**src/rtl/sipo_pkg.sv**
```systemverilog
// Purpose : shared types and constants for the serial-in/parallel-out deserializer.
// Latency : n/a (package only).
// Backpress: n/a (package only).
// Optional feature macro: SIPO_PARITY_EN adds the PAR state used for the trailing parity bit.
package sipo_pkg;

    // Default number of data bits per assembled word.
    localparam int SIPO_WIDTH_DEF = 4;

`ifdef SIPO_PARITY_EN
    typedef enum logic [1:0] {
        IDLE  = 2'd0,
        SHIFT = 2'd1,
        PAR   = 2'd2
    } state_t;
`else
    typedef enum logic [1:0] {
        IDLE  = 2'd0,
        SHIFT = 2'd1
    } state_t;
`endif

endpackage

```
**src/rtl/sipo_bitcnt.sv**
```systemverilog
// Purpose : data-bit counter for sipo_deser; flags the bit that completes a word.
// Latency : last is combinational from the registered count (same cycle as the bit).
// Backpress: none; counts every step pulse, wraps to 0 after WIDTH bits.
// Ports   : clk, rst (sync, active-high), clr (zero count), step (count one bit),
//           last (the bit being stepped now is data bit WIDTH).
module sipo_bitcnt #(
    parameter int WIDTH = 4
) (
    input  logic clk,
    input  logic rst,
    input  logic clr,
    input  logic step,
    output logic last
);

    localparam int CW = $clog2(WIDTH);
    localparam logic [CW-1:0] LAST_IDX = CW'(WIDTH - 1);

    logic [CW-1:0] cnt_q;
    logic [CW-1:0] cnt_d;

    assign last = (cnt_q == LAST_IDX);

    always_comb begin
        cnt_d = cnt_q;
        if (clr) begin
            cnt_d = '0;
        end else if (step) begin
            // Wrap on the completing bit so back-to-back words need no idle cycle.
            cnt_d = last ? '0 : cnt_q + 1'b1;
        end
    end

    always_ff @(posedge clk) begin
        if (rst) begin
            cnt_q <= '0;
        end else begin
            cnt_q <= cnt_d;
        end
    end

endmodule

```
**src/rtl/sipo_deser.sv**
```systemverilog
// Purpose : serial-in/parallel-out deserializer, MSB first, with a one-word holding register.
// Latency : out/out_valid update on the edge that samples the completing bit.
// Backpress: out_valid holds until out_ready; a word completing into a full, undrained
//            holding register is dropped and sets the sticky overrun flag.
// Ports   : clk, rst (sync, active-high); in/en serial bit + strobe; clr frame restart;
//           out/out_valid/out_ready word handshake; overrun sticky drop flag;
//           parity_err only when SIPO_PARITY_EN is defined (even parity bit follows data).
module sipo_deser
    import sipo_pkg::*;
#(
    parameter int WIDTH = SIPO_WIDTH_DEF
) (
    input  logic             clk,
    input  logic             rst,
    input  logic             in,
    input  logic             en,
    input  logic             clr,
    output logic [WIDTH-1:0] out,
    output logic             out_valid,
    input  logic             out_ready,
`ifdef SIPO_PARITY_EN
    output logic             parity_err,
`endif
    output logic             overrun
);

    state_t           state_q, state_d;
    logic [WIDTH-1:0] sreg_q, sreg_d;
    logic [WIDTH-1:0] out_q, out_d;
    logic             out_valid_q, out_valid_d;
    logic             overrun_q, overrun_d;
`ifdef SIPO_PARITY_EN
    logic             parity_err_q, parity_err_d;
    logic             new_perr;
`endif

    logic             take;       // bit accepted this cycle (clr wins over en)
    logic             data_take;  // accepted bit is a data bit (goes into sreg/counter)
    logic             last;
    logic             word_done;
    logic [WIDTH-1:0] new_word;

    assign take = en & ~clr;
`ifdef SIPO_PARITY_EN
    assign data_take = take & (state_q != PAR);
`else
    assign data_take = take;
`endif

    sipo_bitcnt #(
        .WIDTH (WIDTH)
    ) u_bitcnt (
        .clk  (clk),
        .rst  (rst),
        .clr  (clr),
        .step (data_take),
        .last (last)
    );

    always_comb begin
        state_d     = state_q;
        sreg_d      = sreg_q;
        out_d       = out_q;
        out_valid_d = out_valid_q;
        overrun_d   = overrun_q;
        word_done   = 1'b0;
        new_word    = sreg_q;
`ifdef SIPO_PARITY_EN
        parity_err_d = parity_err_q;
        new_perr     = 1'b0;
`endif

        case (state_q)
            IDLE: begin
                if (data_take) begin
                    state_d = SHIFT;
                end
            end
            SHIFT: begin
                if (clr) begin
                    state_d = IDLE;
                end else if (data_take && last) begin
`ifdef SIPO_PARITY_EN
                    // Data complete; word is released on the parity bit.
                    state_d = PAR;
`else
                    state_d   = IDLE;
                    word_done = 1'b1;
                    new_word  = {sreg_q[WIDTH-2:0], in};
`endif
                end
            end
`ifdef SIPO_PARITY_EN
            PAR: begin
                if (clr) begin
                    state_d = IDLE;
                end else if (take) begin
                    state_d   = IDLE;
                    word_done = 1'b1;
                    new_word  = sreg_q;
                    new_perr  = ^{sreg_q, in};
                end
            end
`endif
            default: state_d = IDLE;
        endcase

        if (clr) begin
            sreg_d = '0;
        end else if (data_take) begin
            sreg_d = {sreg_q[WIDTH-2:0], in};
        end

        // Drain first; a completing word may reload the register on the same edge.
        if (out_valid_q && out_ready) begin
            out_valid_d = 1'b0;
        end
        if (word_done) begin
            if (!out_valid_q || out_ready) begin
                out_d       = new_word;
                out_valid_d = 1'b1;
`ifdef SIPO_PARITY_EN
                parity_err_d = new_perr;
`endif
            end else begin
                overrun_d = 1'b1;
            end
        end
    end

    always_ff @(posedge clk) begin
        if (rst) begin
            state_q     <= IDLE;
            sreg_q      <= '0;
            out_q       <= '0;
            out_valid_q <= 1'b0;
            overrun_q   <= 1'b0;
`ifdef SIPO_PARITY_EN
            parity_err_q <= 1'b0;
`endif
        end else begin
            state_q     <= state_d;
            sreg_q      <= sreg_d;
            out_q       <= out_d;
            out_valid_q <= out_valid_d;
            overrun_q   <= overrun_d;
`ifdef SIPO_PARITY_EN
            parity_err_q <= parity_err_d;
`endif
        end
    end

    assign out       = out_q;
    assign out_valid = out_valid_q;
    assign overrun   = overrun_q;
`ifdef SIPO_PARITY_EN
    assign parity_err = parity_err_q;
`endif

endmodule

```
**config.mk**
```make
export PLATFORM = sky130hd
export DESIGN_NAME = sipo_deser
export DESIGN_NICKNAME = d
export VERILOG_FILES = /design/src/rtl/sipo_pkg.sv /design/src/rtl/sipo_bitcnt.sv /design/src/rtl/sipo_deser.sv
export SDC_FILE = /design/constraint.sdc
export NUM_CORES = 1
export LEC_CHECK = 0
export ABC_AREA = 1
export CAP_MARGIN = 20
export CELL_PAD_IN_SITES_DETAIL_PLACEMENT = 0
export CELL_PAD_IN_SITES_GLOBAL_PLACEMENT = 2
export CORE_UTILIZATION = 25
export DETAILED_ROUTE_END_ITERATION = 16
export PLACE_DENSITY_LB_ADDON = 0.1
export SYNTH_ARGS = -nofsm -noshare
export SYNTH_HDL_FRONTEND = slang
export SYNTH_HIERARCHICAL = 1
export SYNTH_SLANG_ARGS = --single-unit
```
**constraint.sdc**
```tcl
create_clock -name clk -period 2 [get_ports clk]
set_input_delay 0.4 -clock clk [delete_from_list [all_inputs] [get_ports clk]]
set_output_delay 0.4 -clock clk [all_outputs]
set_load 0.005 [all_outputs]
```
## Word-level counts from Yosys, hierarchy flattened

Cells that the tools add are included.

- Bits in registers: 14
- Input port bits: 6
- Output and inout port bits: 6
- Word-level logic and storage cells: 37

- Add/sub/neg operators: 1
- Equal/unequal tests: 4
- Muxes and demuxes: 14
- Bitwise gates (word level): 3
- Reductions and logical operators: 9

Operators by type and width:

| operator | count |
|---|---|
| $mux W4 | 3 |
| $mux W2 | 4 |
| $mux W1 | 6 |
| $reduce_and A2 Y1 | 3 |
| $pmux W2 S2 | 1 |
| $ne A3 B3 Y1 const B | 1 |
| $add A2 B1 Y2 const B | 1 |
| $eq A2 B1 Y1 const B | 1 |
| $eq A2 B2 Y1 const B | 1 |
| $logic_and A1 B1 Y1 | 2 |
| $logic_not A2 Y1 | 1 |
| $ne A2 B2 Y1 const B | 1 |
| $not A1 Y1 | 2 |
| $reduce_or A2 Y1 | 1 |
| $and A1 B1 Y1 | 1 |
| $logic_not A1 Y1 | 1 |
| $logic_or A1 B1 Y1 | 1 |

## Logic depth before layout (Yosys ltp)

- Depth in word-level cells: 7
- Mapped depth: 7
- Gate-level depth less buffers: 7

## By module

Netlist, hierarchy kept.

Modules (own cells, without submodules):

| module | instances | cells an instance | area an instance (um^2) | seq. area each (um^2) |
|---|---|---|---|---|
| sipo_deser | 1 | 63 | 430.4 | 200.2 |
| sipo_bitcnt | 1 | 14 | 97.6 | 40.0 |

## Worst setup path before layout

No wires, ideal clock.

- Path kind: register to register
- Start point: register u_bitcnt.cnt_q[0]
- End point: register out_q[0], in the netlist out[0]
- Library setup time: 110 ps
- Data arrival time: 938 ps
- Required time: 1890 ps
- Path slack: 953 ps
- Cell stages (with the launch flop): 7
- Path buffers: 0
- Clock period less this slack: 1047 ps
- Cell sequence: dfxtp_1 -> ha_1 -> nand2_1 -> nor2_2 -> nand3_1 -> nand2_1 -> nor2_1

- Cells in the longest elaborated chain, start to end: 6
- Elaborated cells on any way between the ends: 9
- Those cells by class: 1 x eq/ne; 6 x mux; 2 x reduce/logical

RTL lines:

| item | RTL line | RTL |
|---|---|---|
| from (decl) | sipo_bitcnt.sv:19 | `logic [CW-1:0] cnt_q;` |
| from (signal assigned) | sipo_bitcnt.sv:38 | `cnt_q <= cnt_d;` |
| $eq A2 B2 Y1 * | sipo_bitcnt.sv:22 | `assign last = (cnt_q == LAST_IDX);` |
| net last | sipo_deser.sv:39 | `logic last;` |
| $logic_and A1 B1 Y1 * | sipo_deser.sv:82 | `end else if (data_take && last) begin` |
| $mux W1 | sipo_deser.sv:82 |  |
| $mux W1 | sipo_deser.sv:80 | `if (clr) begin` |
| $mux W1 | sipo_deser.sv:73 | `case (state_q)` |
| $reduce_and A2 Y1 (no source line) | n/a |  |
| to (signal assigned) | sipo_deser.sv:144 | `out_q <= out_d;` |
| to (decl) | sipo_deser.sv:29 | `logic [WIDTH-1:0] out_q, out_d;` |

The timed path passes the listed nets; every way through them passes the cells marked *.
A chain may end at the register's enable or synchronous reset.

## Final worst setup path

- Start point: register overrun_q, in the netlist overrun
- End point: output overrun

RTL lines:

| item | RTL line | RTL |
|---|---|---|
| from (decl) | sipo_deser.sv:31 | `logic overrun_q, overrun_d;` |
| from (signal assigned) | sipo_deser.sv:146 | `overrun_q <= overrun_d;` |
| to (decl) | sipo_deser.sv:24 | `output logic overrun` |

No word-level cell between the ends.

==> out/metrics.csv <==
metric,value,unit
status,finished clean,
drive_above_1_share,8.79,%
yosys_warnings,6,
cpLargestDelayFamily,buffers and inverters,
p_comb_share,8.2,%
dieArea,2300,sq um
ant_nets,0,
hp-class,reg -> reg,
post-route-util,35.0,%
fin_setup_tns,0,ns
ys_seq_area_share,45.5,%
via_per_inst,3.80,
power_density,619,nW/um^2
cts.sinks,12,
skew,0.00174,ns
peakVddDrop,0.000326,V
p_int,330,uW
post-cts-setup-buffers,0,
grt_start_max_net_pins,9,
crit_path_end_kind,output pin,
cts-root-buf,clkbuf_4,
ys_ff_latch,12,
synth.distinct_cells,12,
vias,448,
first_iter_violations,8,
crit_path_start_kind,flip-flop,
p_sw,100,uW
critPathBufInv,1,
io_pins,12,
nets,100,
crit_type,reg -> out,
worstPathRequired,1.60,ns
hold_violations,0,
dieHeight,48.0,um
dr.pass1.iters,2,
tightest_slew,0.285,ns
rr_worst_depth,6,
dp_hpwl,762,um
start_util,26.6,%
cp_slowest_stage_delay,0.49,ns
crit_slowest_cell,clkdlybuf4s50_1,
yosysTopAreaCell,dfxtp_1,
antenna_found_initial,0,
p_leak,0.000311,uW
grt-ovfl-total,0,
drc,0,
cp.arrival,1.09,ns
fin_crit_sh,74.7,%
ys_top_cells_by_area,"dfxtp_1 (45%), inv_1 (14%), nand2_1 (11%)",
clockBufferDepth,2,
wirelength,1000,um
portBuffers,11,
worstSetupStartpoint,overrun,
grt_pass1_vias,412,
core,1980,sq um
antenna_cells,0,
max-cap-violations,0,
grt_pass1_wl,1720,um
nFillCells,231,
postCtsHoldBufs,0,
worstSkewPairLatency,0.27,ns
holdPathStages,2,
syn_area_per_cell,6.86,sq um
synth_fp_nets,84,
min_from,u_bitcnt/cnt_q[1],
swShare,23.3,%
ctsResizeCount,0,
cts_buffers,3,
worstReg2RegStart,u_bitcnt/cnt_q[0],
grt_use_total,11.3,%
h-tree-depth,1,
synthCells,77,
post_drt_wl_per_cell,8.50,um
syn-cell-area,528,sq um
pwr-share-clk,34.4,%
crit_chain,clkdlybuf4s50_1,
finalCriticalPeriod,1.49,ns
cp_num_cells,1,
setup_viol,0,
max_slew_margin,81.0,%
area_growth,31.5,%
finalMaxSlewViolations,0,
cts_tree,yes,
place.gp.congestion,0.658,
rsz0062_at_grt,false,
die_w,48.0,um
synth_top_area_share,45.5,%
clkTransAtPathRegs,0.07,ns
fmax,0.670,GHz
num_rows,16,
power_frac_seq,57.3,%
rrSetupSlack,0.79,ns
crit_fanout,2,
power by group through the flow:
stage          sequential [uW]  combinational, uW  clock (uW)
2_1_floorplan              251               18.5           0
3_3_place_gp               252               36.4           0
3_5_place_dp               252               36.1           0
4_1_cts                    246               36.1         155
5_1_grt                    247               41.7         167
6_report                   247               35.4         148
cell usage after synthesis:
master   number
nor2_4        1
o21ai_0       4
nand3_2       1
nand2_1      15
nand3_1       4
ha_1          1
inv_2         1
dfxtp_1      12
nor2_1       12
nor2_2        2
inv_1        19
a21oi_1       5
cell type report:
type	count	area [sq um]	area share [%]
inverters	20	75.1	10.8
multi-input cells	45	213	30.6
well taps	27	33.8	4.86
flip-flops and latches	12	240	34.6
clock buffers	3	22.5	3.24
repair buffers	11	110	15.9
sequential cells by signal, summed over array words and instances (netlist names):
register,flops
out,4
u_bitcnt/cnt_q,2
out_valid,1
state_q,1
sreg_q,3
overrun,1
final timing paths:
check / endpoint
worst min register to register: u_bitcnt/cnt_q[1]
worst max register to register: out[3]
worst max-delay path: overrun
worst min-delay path: u_bitcnt/cnt_q[1]
routing by layer:
layer | vias up | GRT usage (%) | wire, um
met5 | - | 0 | 0
met4 | 0 | 8.33 | 15
met3 | 2 | 4.53 | 24
met2 | 5 | 16.2 | 425
met1 | 186 | 13.5 | 537
li1 | 255 | - | -
cell families (layout without fill, tap and decap cells):
group                      after synthesis  in the layout  share of synthesized area, %
DFF                                     12             12                          45.5
and+or+nand+nor                         35             35                          29.4
AOI/OAI and AO/OA                        9              9                          8.53
buffers and inverters                   20             34                          14.2
adders and majority gates                1              1                          2.37
stage by stage:
stage | cell area [sq um] | setup WS (ns) | instances | total power (uW) | hold WS [ns]
after global routing | 694 | 0.423 | 118 | 456 | 0.516
after detailed placement | 672 | 0.355 | 115 | 288 | 0.469
after CTS | 694 | 0.489 | 118 | 438 | 0.483
after floorplan | 528 | 0.953 | 77 | 270 | 0.441
final | 694 | 0.507 | 118 | 430 | 0.482
after global placement | 672 | 0.326 | 115 | 289 | 0.466
cells in the final DEF (no fill, tap or decap):
| cell type | netlist | layout |
|---|---|---|
| inv_1 | 19 | 19 |
| nand2_1 | 15 | 15 |
| nor2_1 | 12 | 12 |
| dfxtp_1 | 12 | 12 |
| clkdlybuf4s50_1 | 0 | 11 |
| a21oi_1 | 5 | 5 |
| o21ai_0 | 4 | 4 |
| nand3_1 | 4 | 4 |
| clkbuf_4 | 0 | 3 |
| nor2_2 | 2 | 2 |
| inv_2 | 1 | 1 |
| nor2_4 | 1 | 1 |
| nand3_2 | 1 | 1 |
| ha_1 | 1 | 1 |
Note: power is estimated with default switching activity, not from simulation.
